### src/rtl/chunked_addsub_unit.sv
// ============================================================================
// chunked_addsub_unit
// ----------------------------------------------------------------------------
// Purpose:
//   Multi-cycle adder/subtractor that evaluates CHUNK result bits per clock,
//   so a wide operand never needs one long carry path. Keeps an architectural
//   carry flag (carry-in for ADC/SBC) and a stored zero flag so that wider
//   numbers can be processed one word at a time.
//
// Parameters:
//   WIDTH  operand/result width in bits (>= 2)
//   CHUNK  bits computed per RUN cycle (WIDTH % CHUNK == 0)
//
// Ports:
//   clk, rst           clock, synchronous active-high reset
//   in_valid/in_ready  request handshake (in_ready only while idle)
//   op                 00 ADD, 01 SUB, 10 ADC, 11 SBC
//   x, y               operands A and B
//   out_valid/out_ready result handshake
//   z                  result (modulo 2^WIDTH)
//   c_out              carry out of the MSB (subtract: 1 = no borrow)
//   overflow           signed overflow
//   negative           z[WIDTH-1]
//   zero               zero flag
//   carry_flag         stored architectural carry
//
// Build option:
//   ZERO_CHAIN_EN  when defined, ADC/SBC report zero only if this word and
//                  the stored zero flag of the previous word are both zero.
// ============================================================================
module chunked_addsub_unit #(
    parameter int unsigned WIDTH = 16,
    parameter int unsigned CHUNK = 4
) (
    input  logic             clk,
    input  logic             rst,
    input  logic             in_valid,
    output logic             in_ready,
    input  logic [1:0]       op,
    input  logic [WIDTH-1:0] x,
    input  logic [WIDTH-1:0] y,
    output logic             out_valid,
    input  logic             out_ready,
    output logic [WIDTH-1:0] z,
    output logic             c_out,
    output logic             overflow,
    output logic             negative,
    output logic             zero,
    output logic             carry_flag
);

    localparam int unsigned NCH = WIDTH / CHUNK;
    localparam int unsigned KW  = (NCH > 1) ? $clog2(NCH) : 1;

    typedef enum logic [1:0] {
        S_IDLE,
        S_RUN,
        S_DONE
    } state_t;

    state_t           state_q, state_d;
    logic [WIDTH-1:0] x_q, x_d;
    logic [WIDTH-1:0] yeff_q, yeff_d;
    logic [1:0]       op_q, op_d;
    logic [KW-1:0]    k_q, k_d;
    logic             carry_q, carry_d;
    logic [WIDTH-1:0] z_q, z_d;
    logic             out_valid_q, out_valid_d;
    logic             c_out_q, c_out_d;
    logic             overflow_q, overflow_d;
    logic             negative_q, negative_d;
    logic             zero_q, zero_d;
    logic             carry_flag_q, carry_flag_d;
    logic             zstore_q, zstore_d;

    // Datapath for the current chunk
    logic [CHUNK-1:0] x_ch;
    logic [CHUNK-1:0] y_ch;
    logic [CHUNK:0]   csum;
    logic [WIDTH-1:0] z_run;
    logic             last_chunk;
    logic             zero_plain;
    logic             zero_res;

    always_comb begin
        x_ch  = '0;
        y_ch  = '0;
        z_run = z_q;
        for (int unsigned i = 0; i < NCH; i++) begin
            if (k_q == KW'(i)) begin
                x_ch = x_q[i*CHUNK +: CHUNK];
                y_ch = yeff_q[i*CHUNK +: CHUNK];
            end
        end
        csum = {1'b0, x_ch} + {1'b0, y_ch} + (CHUNK+1)'(carry_q);
        // z_run is z with the current chunk merged in; on the last chunk it
        // is the complete result, so the flags are derived from it directly.
        for (int unsigned i = 0; i < NCH; i++) begin
            if (k_q == KW'(i)) begin
                z_run[i*CHUNK +: CHUNK] = csum[CHUNK-1:0];
            end
        end
        last_chunk = (k_q == KW'(NCH - 1));
        zero_plain = (z_run == '0);
`ifdef ZERO_CHAIN_EN
        zero_res = op_q[1] ? (zero_plain && zstore_q) : zero_plain;
`else
        zero_res = zero_plain;
`endif
    end

    always_comb begin
        state_d      = state_q;
        x_d          = x_q;
        yeff_d       = yeff_q;
        op_d         = op_q;
        k_d          = k_q;
        carry_d      = carry_q;
        z_d          = z_q;
        out_valid_d  = out_valid_q;
        c_out_d      = c_out_q;
        overflow_d   = overflow_q;
        negative_d   = negative_q;
        zero_d       = zero_q;
        carry_flag_d = carry_flag_q;
        zstore_d     = zstore_q;

        unique case (state_q)
            S_IDLE: begin
                if (in_valid) begin
                    x_d     = x;
                    yeff_d  = y ^ {WIDTH{op[0]}};
                    // ADD 0, SUB 1, ADC/SBC take the stored carry
                    carry_d = op[1] ? carry_flag_q : op[0];
                    op_d    = op;
                    k_d     = '0;
                    state_d = S_RUN;
                end
            end
            S_RUN: begin
                z_d     = z_run;
                carry_d = csum[CHUNK];
                if (last_chunk) begin
                    state_d      = S_DONE;
                    out_valid_d  = 1'b1;
                    c_out_d      = csum[CHUNK];
                    overflow_d   = (x_q[WIDTH-1] == yeff_q[WIDTH-1]) &&
                                   (z_run[WIDTH-1] != x_q[WIDTH-1]);
                    negative_d   = z_run[WIDTH-1];
                    zero_d       = zero_res;
                    carry_flag_d = csum[CHUNK];
                    zstore_d     = zero_res;
                end else begin
                    k_d = k_q + KW'(1);
                end
            end
            S_DONE: begin
                if (out_ready) begin
                    state_d     = S_IDLE;
                    out_valid_d = 1'b0;
                end
            end
            default: begin
                state_d = S_IDLE;
            end
        endcase
    end

    always_ff @(posedge clk) begin
        if (rst) begin
            state_q      <= S_IDLE;
            x_q          <= '0;
            yeff_q       <= '0;
            op_q         <= '0;
            k_q          <= '0;
            carry_q      <= 1'b0;
            z_q          <= '0;
            out_valid_q  <= 1'b0;
            c_out_q      <= 1'b0;
            overflow_q   <= 1'b0;
            negative_q   <= 1'b0;
            zero_q       <= 1'b0;
            carry_flag_q <= 1'b0;
            zstore_q     <= 1'b0;
        end else begin
            state_q      <= state_d;
            x_q          <= x_d;
            yeff_q       <= yeff_d;
            op_q         <= op_d;
            k_q          <= k_d;
            carry_q      <= carry_d;
            z_q          <= z_d;
            out_valid_q  <= out_valid_d;
            c_out_q      <= c_out_d;
            overflow_q   <= overflow_d;
            negative_q   <= negative_d;
            zero_q       <= zero_d;
            carry_flag_q <= carry_flag_d;
            zstore_q     <= zstore_d;
        end
    end

    assign in_ready   = (state_q == S_IDLE);
    assign out_valid  = out_valid_q;
    assign z          = z_q;
    assign c_out      = c_out_q;
    assign overflow   = overflow_q;
    assign negative   = negative_q;
    assign zero       = zero_q;
    assign carry_flag = carry_flag_q;

endmodule
### config.mk
export PLATFORM = sky130hd
export DESIGN_NAME = chunked_addsub_unit
export DESIGN_NICKNAME = d
export VERILOG_FILES = /design/src/rtl/chunked_addsub_unit.sv
export SDC_FILE = /design/constraint.sdc
export NUM_CORES = 1
export LEC_CHECK = 0
export CAP_MARGIN = 5
export CORE_MARGIN = 5
export CORE_UTILIZATION = 40
export DETAILED_ROUTE_END_ITERATION = 8
export GPL_TIMING_DRIVEN = 0
export PLACE_DENSITY = 0.66
export RECOVER_POWER = 100
export SYNTH_ARGS = -nofsm -noshare
export SYNTH_HDL_FRONTEND = slang
export SYNTH_SLANG_ARGS = --single-unit
### constraint.sdc
create_clock -name clk -period 8.3 [get_ports clk]
set_input_delay 0.83 -clock clk [delete_from_list [all_inputs] [get_ports clk]]
set_output_delay 0.83 -clock clk [all_outputs]
set_load 0.01 [all_outputs]
Word level (Yosys, flattened, before mapping)
Index checks and enable logic that the tools add are counted.
- add/subtract/negate cells: 3
- equality and inequality tests: 11
- mux-type cells: 25
- bitwise operators: 1
- reduce and logical (&&, ||, !) cells: 12
- operators by type and width (operator ; number):
    two-way mux 4 bit ; 12
    zero test 16 bit ; 1
    XOR 16 bit ; 1
    two-way mux 2 bit ; 5
    AND reduction 3 bit ; 3
    != test 2 bit, second input constant ; 4
    == test 2 bit, second input constant ; 3
    one-hot mux 2 bit (3 select lines) ; 1
    AND reduction 2 bit ; 3
    adder 4 x 4 -> 5 bit ; 1
    adder 5 x 1 -> 5 bit ; 1
    == test 2 x 1 -> 1 bit, second input constant ; 2
    zero test 2 bit ; 2
    two-way mux 1 bit ; 4
    one-hot mux 1 bit (2 select lines) ; 2
    one-hot mux 2 bit (2 select lines) ; 1
    nonzero test 2 bit ; 2
    adder 2 x 1 -> 2 bit, second input constant ; 1
    == test 1 bit ; 1
    logical AND 1 bit ; 1
    != test 1 bit ; 1
- bits in registers: 58
- input bits: 38
- output and inout port bits: 23
- logic and storage cells: 63

Logic depth before layout (Yosys ltp)
Gate-level depths: netlist of the first run.
- depth in word-level cells: 10
- depth in mapped cells: 15
- depth with buffers taken out: 13

Worst setup path before layout of the first run
Ideal clock, no wire load.
- path kind: register to register
- start: register k_q[1]
- end: register zero_q (netlist: zero)
- library setup time: 84 ps
- arrival: 3273 ps
- required time: 8216 ps
- path slack: 4943 ps
- stages on the path, launching flop included: 16
- path buffers: 2
- clock period less this slack: 3357 ps
- path through: dfxtp_1 inv_1 ha_1 clkbuf_1 clkbuf_1 nand3b_1 a21oi_1 a21oi_1 o21ai_0 fa_1 inv_1 fa_1 nor3b_1 o21ai_0 or4_4 o31ai_2
- longest elaborated chain between the ends: 9
- elaborated cells between the ends (all ways): 20
- those cells by class: add/sub: 2; eq/ne: 3; mux: 12; reduce/logical: 3
- ends and longest elaborated chain (element ; line ; RTL):
    from (decl) ; 65 ; logic [KW-1:0] k_q, k_d;
    from (signal assigned) ; 190 ; k_q <= k_d;
    zero test 2 bit ; 90, 99 ;
    two-way mux 4 bit (4 in a row) ; 90 ; if (k_q == KW'(i)) begin
    adder 4 x 4 -> 5 bit ; 95 ; csum = {1'b0, x_ch} + {1'b0, y_ch} + (CHUNK+1)'(carry_q);
    adder 5 x 1 -> 5 bit ; 95 ;
    two-way mux 4 bit ; 99 ; if (k_q == KW'(i)) begin
    zero test 16 bit ; 104 ; zero_plain = (z_run == '0);
    to (signal assigned) ; 197 ; zero_q <= zero_d;
    to (decl) ; 72 ; logic zero_q, zero_d;
Several ways; a longest one is shown, not always the timed one.
A chain may end at the register's enable or synchronous reset.

Final worst setup path of the first run
Same ends and word-level chain as after synthesis.

==> results of run 1 <==
[registers in the layout (all words and copies together) (netlist names)]
signal,cells
zero,1
yeff_q,16
z,16
negative,1
state_q,2
carry_q,1
carry_flag,1
x_q,16
overflow,1
k_q,2
out_valid,1
[critical path: cells and delay by family, from the launching register on]
family          cells  cell delay, ns
fa+ha+maj           3            1.05
buf+inv             4            0.98
simple gates        3            0.97
compound gates      5            0.78
flops               1            0.35
[cells by family (layout without fill, tap and decap cells)]
| family | count (synthesis) | after routing | synth area share |
|---|---|---|---|
| AO/OA/AOI/OAI | 91 | 91 | 0.193 |
| flip-flops | 58 | 58 | 0.416 |
| buffers and inverters | 31 | 105 | 0.0480 |
| AND/OR/NAND/NOR | 142 | 142 | 0.240 |
| XOR/XNOR | 17 | 17 | 0.0534 |
| multiplexers | 1 | 1 | 0.00359 |
| adder cells (fa/ha/maj) | 9 | 9 | 0.0457 |
[metrics by stage]
step / area [um^2] / power [mW] / utilization
finish: 3710 / 0.736 / 0.547
global route: 3710 / 0.769 / 0.547
CTS: 3720 / 0.743 / 0.548
detailed placement: 3490 / 0.436 / 0.514
global placement: 3490 / 0.434 / 0.514
floorplan: 2790 / 0.388 / -
[cell type report]
cell class	instances	area share
Tap cell	96	0.0323
Sequential cell	58	0.313
Inverter	5	0.00505
Timing Repair Buffer	58	0.156
Multi-Input combinational cell	260	0.401
Clock buffer	10	0.0344
Buffer	26	0.0303
Clock inverter	6	0.0283
[layer usage]
layer	vias up	GRT usage	wire length, um
met2	81	0.267	3290
met5	-	0	0
met4	0	0.0818	155
met1	1176	0.227	3320
li1	1332	-	-
met3	13	0.0354	457
[path summary, 6_finish.rpt]
check | startpoint | to | slack, ns | depth (start not counted)
max | k_q[1]$_SDFFE_PP0P_ | zero$_SDFFE_PP0P_ | 4.11 | 15
min | z[12]$_SDFFE_PP0P_ | z[12]$_SDFFE_PP0P_ | 0.46 | 2
max reg2reg | k_q[1]$_SDFFE_PP0P_ | zero$_SDFFE_PP0P_ | 4.11 | 15
min reg2reg | z[12]$_SDFFE_PP0P_ | z[12]$_SDFFE_PP0P_ | 0.46 | 2
[synth_stat cells, types with 2 or more instances]
cell,n
nand2_1,60
dfxtp_1,58
a21oi_1,52
nor2_1,38
a211oi_1,18
xnor2_1,17
clkbuf_1,16
nand3b_1,10
o21ai_0,9
ha_1,7
nor2b_1,7
nor3_1,7
buf_2,5
inv_1,5
nand3_1,4
or3_1,4
buf_1,3
a21o_1,2
a221oi_1,2
fa_1,2
nor3b_1,2
o211ai_1,2
[power by group through the flow]
| stage | logic [mW] | registers, mW | clock network, mW |
|---|---|---|---|
| 6_report | 0.124 | 0.304 | 0.308 |
| 5_1_grt | 0.138 | 0.306 | 0.325 |
| 4_1_cts | 0.126 | 0.304 | 0.312 |
| 3_5_place_dp | 0.125 | 0.311 | 0 |
| 3_3_place_gp | 0.124 | 0.310 | 0 |
| 2_1_floorplan | 0.0795 | 0.308 | 0 |
==> impl_metrics.json, run 1 <==
{
  "status": "finished, final reports clean",
  "syn_nets": 396,
  "synth_area_um2": 2790,
  "rows": 30,
  "antenna_found_initial": 0,
  "finalWirelength_um": 7220,
  "path_class": "flop to flop",
  "grt_overflow": 0,
  "die_w_um": 93.5,
  "synth_top_area_share": 0.416,
  "synthArstFlopShare": 0,
  "cap_violations": 0,
  "ys_seq_area_frac": 0.416,
  "ir_worst_vdd_v": 0.000153,
  "setup_viol": 0,
  "pwr-share-comb": 0.168,
  "die_height_um": 93.5,
  "yosys.area.top_type": "dfxtp_1",
  "fin_crit_sh": 0.505,
  "first_global_vias": 2408,
  "finalHoldViolations": 0,
  "synth_edf_count": 0,
  "pre_cts_slack_ns": 4.30,
  "p_leak_nw": 1.40,
  "syn_to_final_growth_pct": 33.1,
  "startpoint_type": "flop",
  "cp.arrival_ns": 4.45,
  "remaining_drc_errors": 0,
  "track_usage": 0.172,
  "synthCells": 349,
  "core_um2": 6790,
  "num_io_pins": 61,
  "fin_crit_ns": 4.19,
  "swShare": 0.256,
  "ys_types": 41,
  "synthTopCellsByArea": "dfxtp_1, a21oi_1, nand2_1, xnor2_1, nor2_1",
  "fill_cells": 680,
  "mostFrequentLayoutCell": "nand2_1",
  "p_int_uw": 548,
  "seq_area_um2": 1160,
  "n_antenna_cell": 0,
  "rsz0062_at_grt": "no",
  "cp_max_fo": 10,
  "nets": 465,
  "dp_hpwl_um": 5470,
  "cts_setup_buffers": 0,
  "drt_iter0_drc": 128,
  "vias_per_cell": 5.01,
  "cts_max_level": 3,
  "clock_sinks": 58,
  "cts_buffer_depth": 2,
  "max_clock_freq_mhz": 239,
  "drt-wirelength-per-cell_um": 13.9,
  "dp_cells": 503,
  "avgSynthCellArea_um2": 7.99,
  "io_buffers": 58,
  "whs_ns": 0.455,
  "gp_congestion": 0.865,
  "multi_input_area_um2": 1490,
  "drive_gt1_frac": 0.0591,
  "ctsResizeCount": 0,
  "drtPass1Iterations": 4,
  "start_util": 0.411,
  "cts_root_buf": "clkbuf_8",
  "die_area_um2": 8750,
  "grt_max_degree": 11,
  "layout_common_cells": "nand2_1, dfxtp_1, a21oi_1",
  "p_sw_uw": 188,
  "tritoncts": "yes",
  "hold_buffers": 0,
  "powerDensity_nw_per_um2": 198,
  "synth_warnings": 0,
  "setup_slack_ns": 4.11,
  "pwr-share-seq": 0.414,
  "fin_tns_setup_ns": 0,
  "vias": 2602,
  "relSlewSlack": 0.439,
  "clock_power_share": 0.419,
  "insertion_delay_ns": 0.34,
  "endpoint_kind": "flop",
  "required_ns": 8.56,
  "min_path_type": "flop to flop",
  "synth-seq-cells": 58,
  "skew_ns": 0.00482,
  "critPathMaxStageDelay_ns": 0.66,
  "numCtsBuffers": 9,
  "ant_nets": 0,
  "synth_ff_type": "dfxtp_1",
  "fin_cells": 519,
  "slew_violations": 0,
  "grt_first_pass_wirelength_um": 11800,
  "slowest_stage": "or4_2",
  "worst_slew_pin_slew_ns": 0.840,
  "path_clk_slew_ns": 0.07,
  "path_cells": "inv_1 > ha_1 > clkbuf_1 > clkbuf_1 > nand2_1 > a21oi_1 > a21oi_1 > o21ai_0 > fa_1 > inv_1 > fa_1 > nor3b_1 > o21ai_0 > or4_2 > o31ai_2"
}
No activity file was read; power rests on OpenSTA's default activity.
==> run 2: changes to the inputs <==
--- a/config.mk
+++ b/config.mk
@@ -10,7 +10,7 @@
 export CORE_UTILIZATION = 40
 export DETAILED_ROUTE_END_ITERATION = 8
 export GPL_TIMING_DRIVEN = 0
-export PLACE_DENSITY = 0.66
+export PLACE_DENSITY = 0.68
 export RECOVER_POWER = 100
 export SYNTH_ARGS = -nofsm -noshare
 export SYNTH_HDL_FRONTEND = slang
==> constraint.sdc (replaced) <==
create_clock -name clk -period 3.55 [get_ports clk]
set_input_delay 0.355 -clock clk [delete_from_list [all_inputs] [get_ports clk]]
set_output_delay 0.355 -clock clk [all_outputs]
set_load 0.01 [all_outputs]
==> impl_metrics.json, run 2 (synthesis gave the netlist of run 1 again) <==
{
  "first_global_vias": 2513,
  "cts_buffer_depth": 2,
  "fin_tns_setup_ns": 0,
  "num_io_pins": 61,
  "remaining_drc_errors": 0,
  "die_w_um": 93.5,
  "vias": 2642,
  "syn_to_final_growth_pct": 33.6,
  "multi_input_area_um2": 1510,
  "die_area_um2": 8750,
  "setup_slack_ns": 0.157,
  "die_height_um": 93.5,
  "core_um2": 6790,
  "grt_max_degree": 12,
  "crit_start": "k_q[1]$_SDFFE_PP0P_",
  "relSlewSlack": 0.453,
  "required_ns": 3.82,
  "gp_congestion": 0.909,
  "crit_family": "adder cells",
  "drive_gt1_frac": 0.0943,
  "slew_violations": 0,
  "fin_crit_ns": 3.39,
  "path_common_cell": "inv_1",
  "cap_violations": 0,
  "worstReg2RegStart": "k_q[1]$_SDFFE_PP0P_",
  "pwr-share-comb": 0.191,
  "fill_cells": 699,
  "dp_hpwl_um": 5420,
  "critPathMaxStageDelay_ns": 0.62,
  "ant_nets": 0,
  "mostFrequentLayoutCell": "nand2_1",
  "drt-wirelength-per-cell_um": 14.0,
  "clock_power_share": 0.364,
  "p_sw_uw": 448,
  "fin_crit_sh": 0.956,
  "p_int_mw": 1.15,
  "path_clk_slew_ns": 0.06,
  "reg2reg_slack_ns": 0.16,
  "startpoint_type": "flop",
  "insertion_delay_ns": 0.35,
  "antenna_found_initial": 0,
  "tritoncts": "yes",
  "worst_slew_pin_slew_ns": 0.819,
  "worst-path-buf-inv": 4,
  "whs_ns": 0.457,
  "drtPass1Iterations": 5,
  "finalWirelength_um": 7270,
  "min_path_type": "flop to flop",
  "skew_ns": 0.00692,
  "total_power_mw": 1.60,
  "endpoint_kind": "flop",
  "nets": 466,
  "cts_root_buf": "clkbuf_8",
  "final_util": 0.549,
  "cp_max_fo": 10,
  "p_leak_nw": 1.41,
  "n_antenna_cell": 0,
  "clock_sinks": 58,
  "status": "finished, final reports clean",
  "seq_area_um2": 1160,
  "finalHoldViolations": 0,
  "start_util": 0.411,
  "worstHoldStart": "x_q[0]$_SDFFE_PP0P_",
  "io_buffers": 58,
  "max_clock_freq_mhz": 295,
  "pre_cts_slack_ns": -0.486,
  "powerDensity_nw_per_um2": 429,
  "setup_viol": 0,
  "swShare": 0.281,
  "cts_max_level": 3,
  "min_delay_worst_endpoint": "x_q[0]$_SDFFE_PP0P_",
  "cp.arrival_ns": 3.66,
  "min_path_cells": 2,
  "ir_worst_vdd_v": 0.000281,
  "reg2reg_depth": 15,
  "r2r-end": "zero$_SDFFE_PP0P_",
  "slowest_stage": "fa_2",
  "layout_common_cells": "nand2_1, dfxtp_1, a21oi_1",
  "grt_first_pass_wirelength_um": 12000,
  "numCtsBuffers": 9,
  "worstSetupPathDepth": 15,
  "path_class": "flop to flop",
  "vias_per_cell": 5.08,
  "grt_overflow": 0,
  "rows": 30,
  "path_cells": "inv_1 > ha_2 > buf_6 > clkbuf_8 > nand3b_1 > a21oi_2 > a21oi_1 > o21ai_2 > fa_1 > inv_1 > fa_2 > nor3b_2 > o21ai_1 > or4_4 > o31ai_2",
  "track_usage": 0.177,
  "drt_iter0_drc": 134,
  "pwr-share-seq": 0.445
}
run 2: changes by cell type in the layout (fill, tap and decap cells not counted), sizes merged:
| cell | previous run | this run |
|---|---|---|
| buf | 7 | 9 |
| bufinv | 3 | 1 |
| clkdlybuf4s50 | 34 | 35 |
| clkinv | 3 | 4 |
| clkbuf | 29 | 28 |
| dlygate4sd3 | 24 | 23 |
| clkinvlp | 0 | 1 |
run 2: area by class of cell:
class	count	share of cell area
Buffer	25	0.0356
Clock buffer	10	0.0342
Clock inverter	6	0.0154
Inverter	5	0.00504
Multi-Input combinational cell	260	0.406
Sequential cell	58	0.312
Tap cell	96	0.0322
Timing Repair Buffer	60	0.160
run 2: worst max path at each step:
stage / end
6_report: zero$_SDFFE_PP0P_
5_1_grt: zero$_SDFFE_PP0P_
3_5_place_dp: zero$_SDFFE_PP0P_
3_3_place_gp: zero$_SDFFE_PP0P_
2_1_floorplan: zero$_SDFFE_PP0P_
4_1_cts: zero$_SDFFE_PP0P_
run 2: timing repair:
action / 4_1_cts / 5_1_grt
endpoints found under the setup margin: 3 / 1
setup buffers: 0 / 2
hold buffers: 0 / 0
pin swaps: 0 / 4
gates resized for setup: 13 / 13
run 2: layer usage:
layer / wire [um] / track usage / vias to the layer above
li1: - / - / 1340
met1: 3320 / 0.217 / 1212
met2: 3360 / 0.291 / 78
met3: 461 / 0.0475 / 12
met4: 129 / 0.0733 / 0
met5: 0 / 0 / -
run 2: through the flow:
| step | cell area (um^2) | cells |
|---|---|---|
| 2_1_floorplan | 2790 | 349 |
| 3_3_place_gp | 3490 | 503 |
| 3_5_place_dp | 3490 | 503 |
| 4_1_cts | 3700 | 518 |
| 5_1_grt | 3730 | 520 |
| 6_report | 3730 | 520 |
run 2: power groups by stage:
stage          Sequential (mW)  Combinational, mW  Clock (mW)
2_1_floorplan            0.721              0.186           0
3_3_place_gp             0.725              0.288           0
3_5_place_dp             0.726              0.293           0
4_1_cts                  0.712              0.300       0.596
5_1_grt                  0.716              0.340       0.618
6_report                 0.711              0.304       0.582
run 2: worst min-delay path: stages, from the launching register on:
cell,delay [ns]
dfxtp_1,0.31
nand2_1,0.05
a21oi_1,0.05
==> edit, RTL diff (config.mk and constraints of run 2) <==
Take the reset off `x_q` and `z_q` and load them in a clocked block of their own.
--- a/src/rtl/chunked_addsub_unit.sv
+++ b/src/rtl/chunked_addsub_unit.sv
@@ -170,10 +170,8 @@
         if (rst) begin
             state_q      <= S_IDLE;
-            x_q          <= '0;
             yeff_q       <= '0;
             op_q         <= '0;
             k_q          <= '0;
             carry_q      <= 1'b0;
-            z_q          <= '0;
             out_valid_q  <= 1'b0;
             c_out_q      <= 1'b0;
@@ -185,10 +183,8 @@
         end else begin
             state_q      <= state_d;
-            x_q          <= x_d;
             yeff_q       <= yeff_d;
             op_q         <= op_d;
             k_q          <= k_d;
             carry_q      <= carry_d;
-            z_q          <= z_d;
             out_valid_q  <= out_valid_d;
             c_out_q      <= c_out_d;
@@ -201,4 +197,9 @@
     end
 
+    always_ff @(posedge clk) begin
+        x_q <= x_d;
+        z_q <= z_d;
+    end
+
     assign in_ready   = (state_q == S_IDLE);
     assign out_valid  = out_valid_q;
Check against the original RTL: differs if rst is asserted again (counterexample within 4 cycles, from zero or initial values and one cycle with rst high); with rst held inactive, the same outputs for 10 cycles.
==> edit against run 2 <==
Total power increased by 2.0%; combinational power up 11%; critical endpoint unchanged; sequential share of layout area grew 9.4 points; die area up 0.88%; final area down 2.1%; sequential cell count stayed put; setup slack improved by 0.071 ns; synthesized cell count fell by 25%; synthesized area increased by 0.99%; routed wire length is 11% lower.
==> edit: results (changes against run 2) <==
vias 2140 (was 2642); pin count of the biggest net entering global routing 26 (was 12); Pre-Repair DR Iteration Count 4 (was 5); worst vdd rail ir drop 0.0002489 V (was 0.0002814 V); GPL Wtd Cong 0.7763 (was 0.9089); proportion of synthesized chip area in sequential cells 0.5258 (was 0.4161); status complete, no violations (unchanged); leakage power of the design 1.326 nW (was 1.411 nW); commonest cells in the netlist nor2_1 (38), edfxtp_1 (32), dfxtp_1 (26) (was nand2_1 (60), dfxtp_1 (58), a21oi_1 (52)); Filler Cell Count 667 (was 699); Crit path largest cell delay 0.40 ns (was 0.62 ns); ratio of cells with drive above 1 in the final layout 0.09226 (was 0.09434); Distinct cells, synth 37 (was 41); total track usage 0.1538 (was 0.1767); highest-delay cell along the critical path fa_1 (was fa_2); Net count, final 378 (was 466); number of enable flip-flop cells after synthesis 32 (was 0); first-pass GRT wire length 10380 µm (was 11970 µm); total half-perimeter wirelength after legalization and detailed placement 4685 µm (was 5424 µm); total routed wirelength 6440 µm (was 7266 µm); arrival time at the worst endpoint 3.57 ns (was 3.66 ns); dominant cells by area after synthesis edfxtp_1 (34%), dfxtp_1 (18%), xnor2_1 (5.6%), nor2_1 (5.1%), a211oi_1 (4.5%) (was dfxtp_1 (42%), a21oi_1 (9.3%), nand2_1 (8.1%), xnor2_1 (5.3%), nor2_1 (5.1%)); Tightest Hold Check Type in2reg (was reg2reg); max-slew headroom at the worst pin 0.1800 (was 0.4527); part of the cycle the worst path needs 0.9356 (was 0.9557); first-iteration detailed-routing DRC count 126 (was 134); skew final 0.005088 ns (was 0.006922 ns); pre-CTS setup slack -0.2326 ns (was -0.4860 ns); via count of the first global-routing pass 2158 (was 2513)
-- edit: cell types whose count changed after synthesis, moves of 9 or more --
cell	delta
clkbuf_1	-9
edfxtp_1	+32
mux2_2	+11
a21oi_1	-33
dfxtp_1	-32
nand2_1	-45
-- edit: area by class of cell --
cell class / instances / area (µm²) / area share
inverters: 7 / 26.28 / 0.007202
clock buffers: 11 / 131.4 / 0.03601
repair buffers: 58 / 580.6 / 0.1591
plain buffers: 19 / 86.33 / 0.02366
well taps: 96 / 120.1 / 0.03292
clock inverters: 5 / 21.27 / 0.005830
multi-input cells: 178 / 1201 / 0.3292
flip-flops and latches: 58 / 1481 / 0.4060
-- edit: through the flow --
stage | setup TNS (ns) | cells | util | area, µm²
finish | 0 | 432 | 0.5341 | 3649
global route | 0 | 432 | 0.5341 | 3649
CTS | 0 | 432 | 0.5377 | 3674
detailed placement | -0.2326 | 416 | 0.5150 | 3518
global placement | -0.09722 | 416 | 0.5150 | 3518
floorplan | 0 | 262 | - | 2818
-- edit: worst min path at each step --
stage | startpoint | endpoint | slack (ns) | cells after the start
3_3_place_gp | yeff_q[0] | yeff_q[0] | 0.49 | 2
5_1_grt | op[0] | yeff_q[4] | 0.48 | 3
4_1_cts | op[0] | yeff_q[3] | 0.45 | 3
2_1_floorplan | x[0] | x_q[0] | 0.45 | 0
6_report | op[0] | yeff_q[7] | 0.45 | 3
3_5_place_dp | yeff_q[0] | yeff_q[0] | 0.50 | 2
-- edit: worst register-to-register path, stage by stage, from the launching register on --
cell and delay (ns):
dfxtp_1 0.37, inv_1 0.08, ha_1 0.24, buf_2 0.21
nand3b_1 0.18, a21oi_1 0.16, a21oi_1 0.06, o21ai_0 0.24
fa_1 0.26, inv_1 0.06, fa_1 0.40, xnor2_1 0.23
nor4b_1 0.31, nand4b_1 0.15, o32ai_1 0.28
-- edit: logic make-up after synthesis --
| kind of cell | Yosys count | share of synthesized area |
|---|---|---|
| flops | 58 | 0.5258 |
| compound gates | 60 | 0.1390 |
| buf+inv | 26 | 0.03953 |
| mux | 18 | 0.07060 |
| simple gates | 73 | 0.1239 |
| xor+xnor | 18 | 0.05595 |
| fa+ha+maj | 9 | 0.04529 |
-- edit: power by group --
| group | switching [mW] | leakage (nW) | internal (mW) | total, mW |
|---|---|---|---|---|
| Clock | 0.250 | 0.0796 | 0.243 | 0.494 |
| Sequential | 0.0285 | 0.519 | 0.770 | 0.799 |
| Combinational | 0.171 | 0.727 | 0.165 | 0.336 |
| Total | 0.450 | 1.33 | 1.18 | 1.63 |
-- edit: routing by layer --
metal  GRT usage  share of wire  wire, µm
met1      0.1985           0.45      2922
met2      0.2454           0.47      3048
met3     0.05208          0.065       417
met4     0.04332         0.0081        52
met5           0              0         0
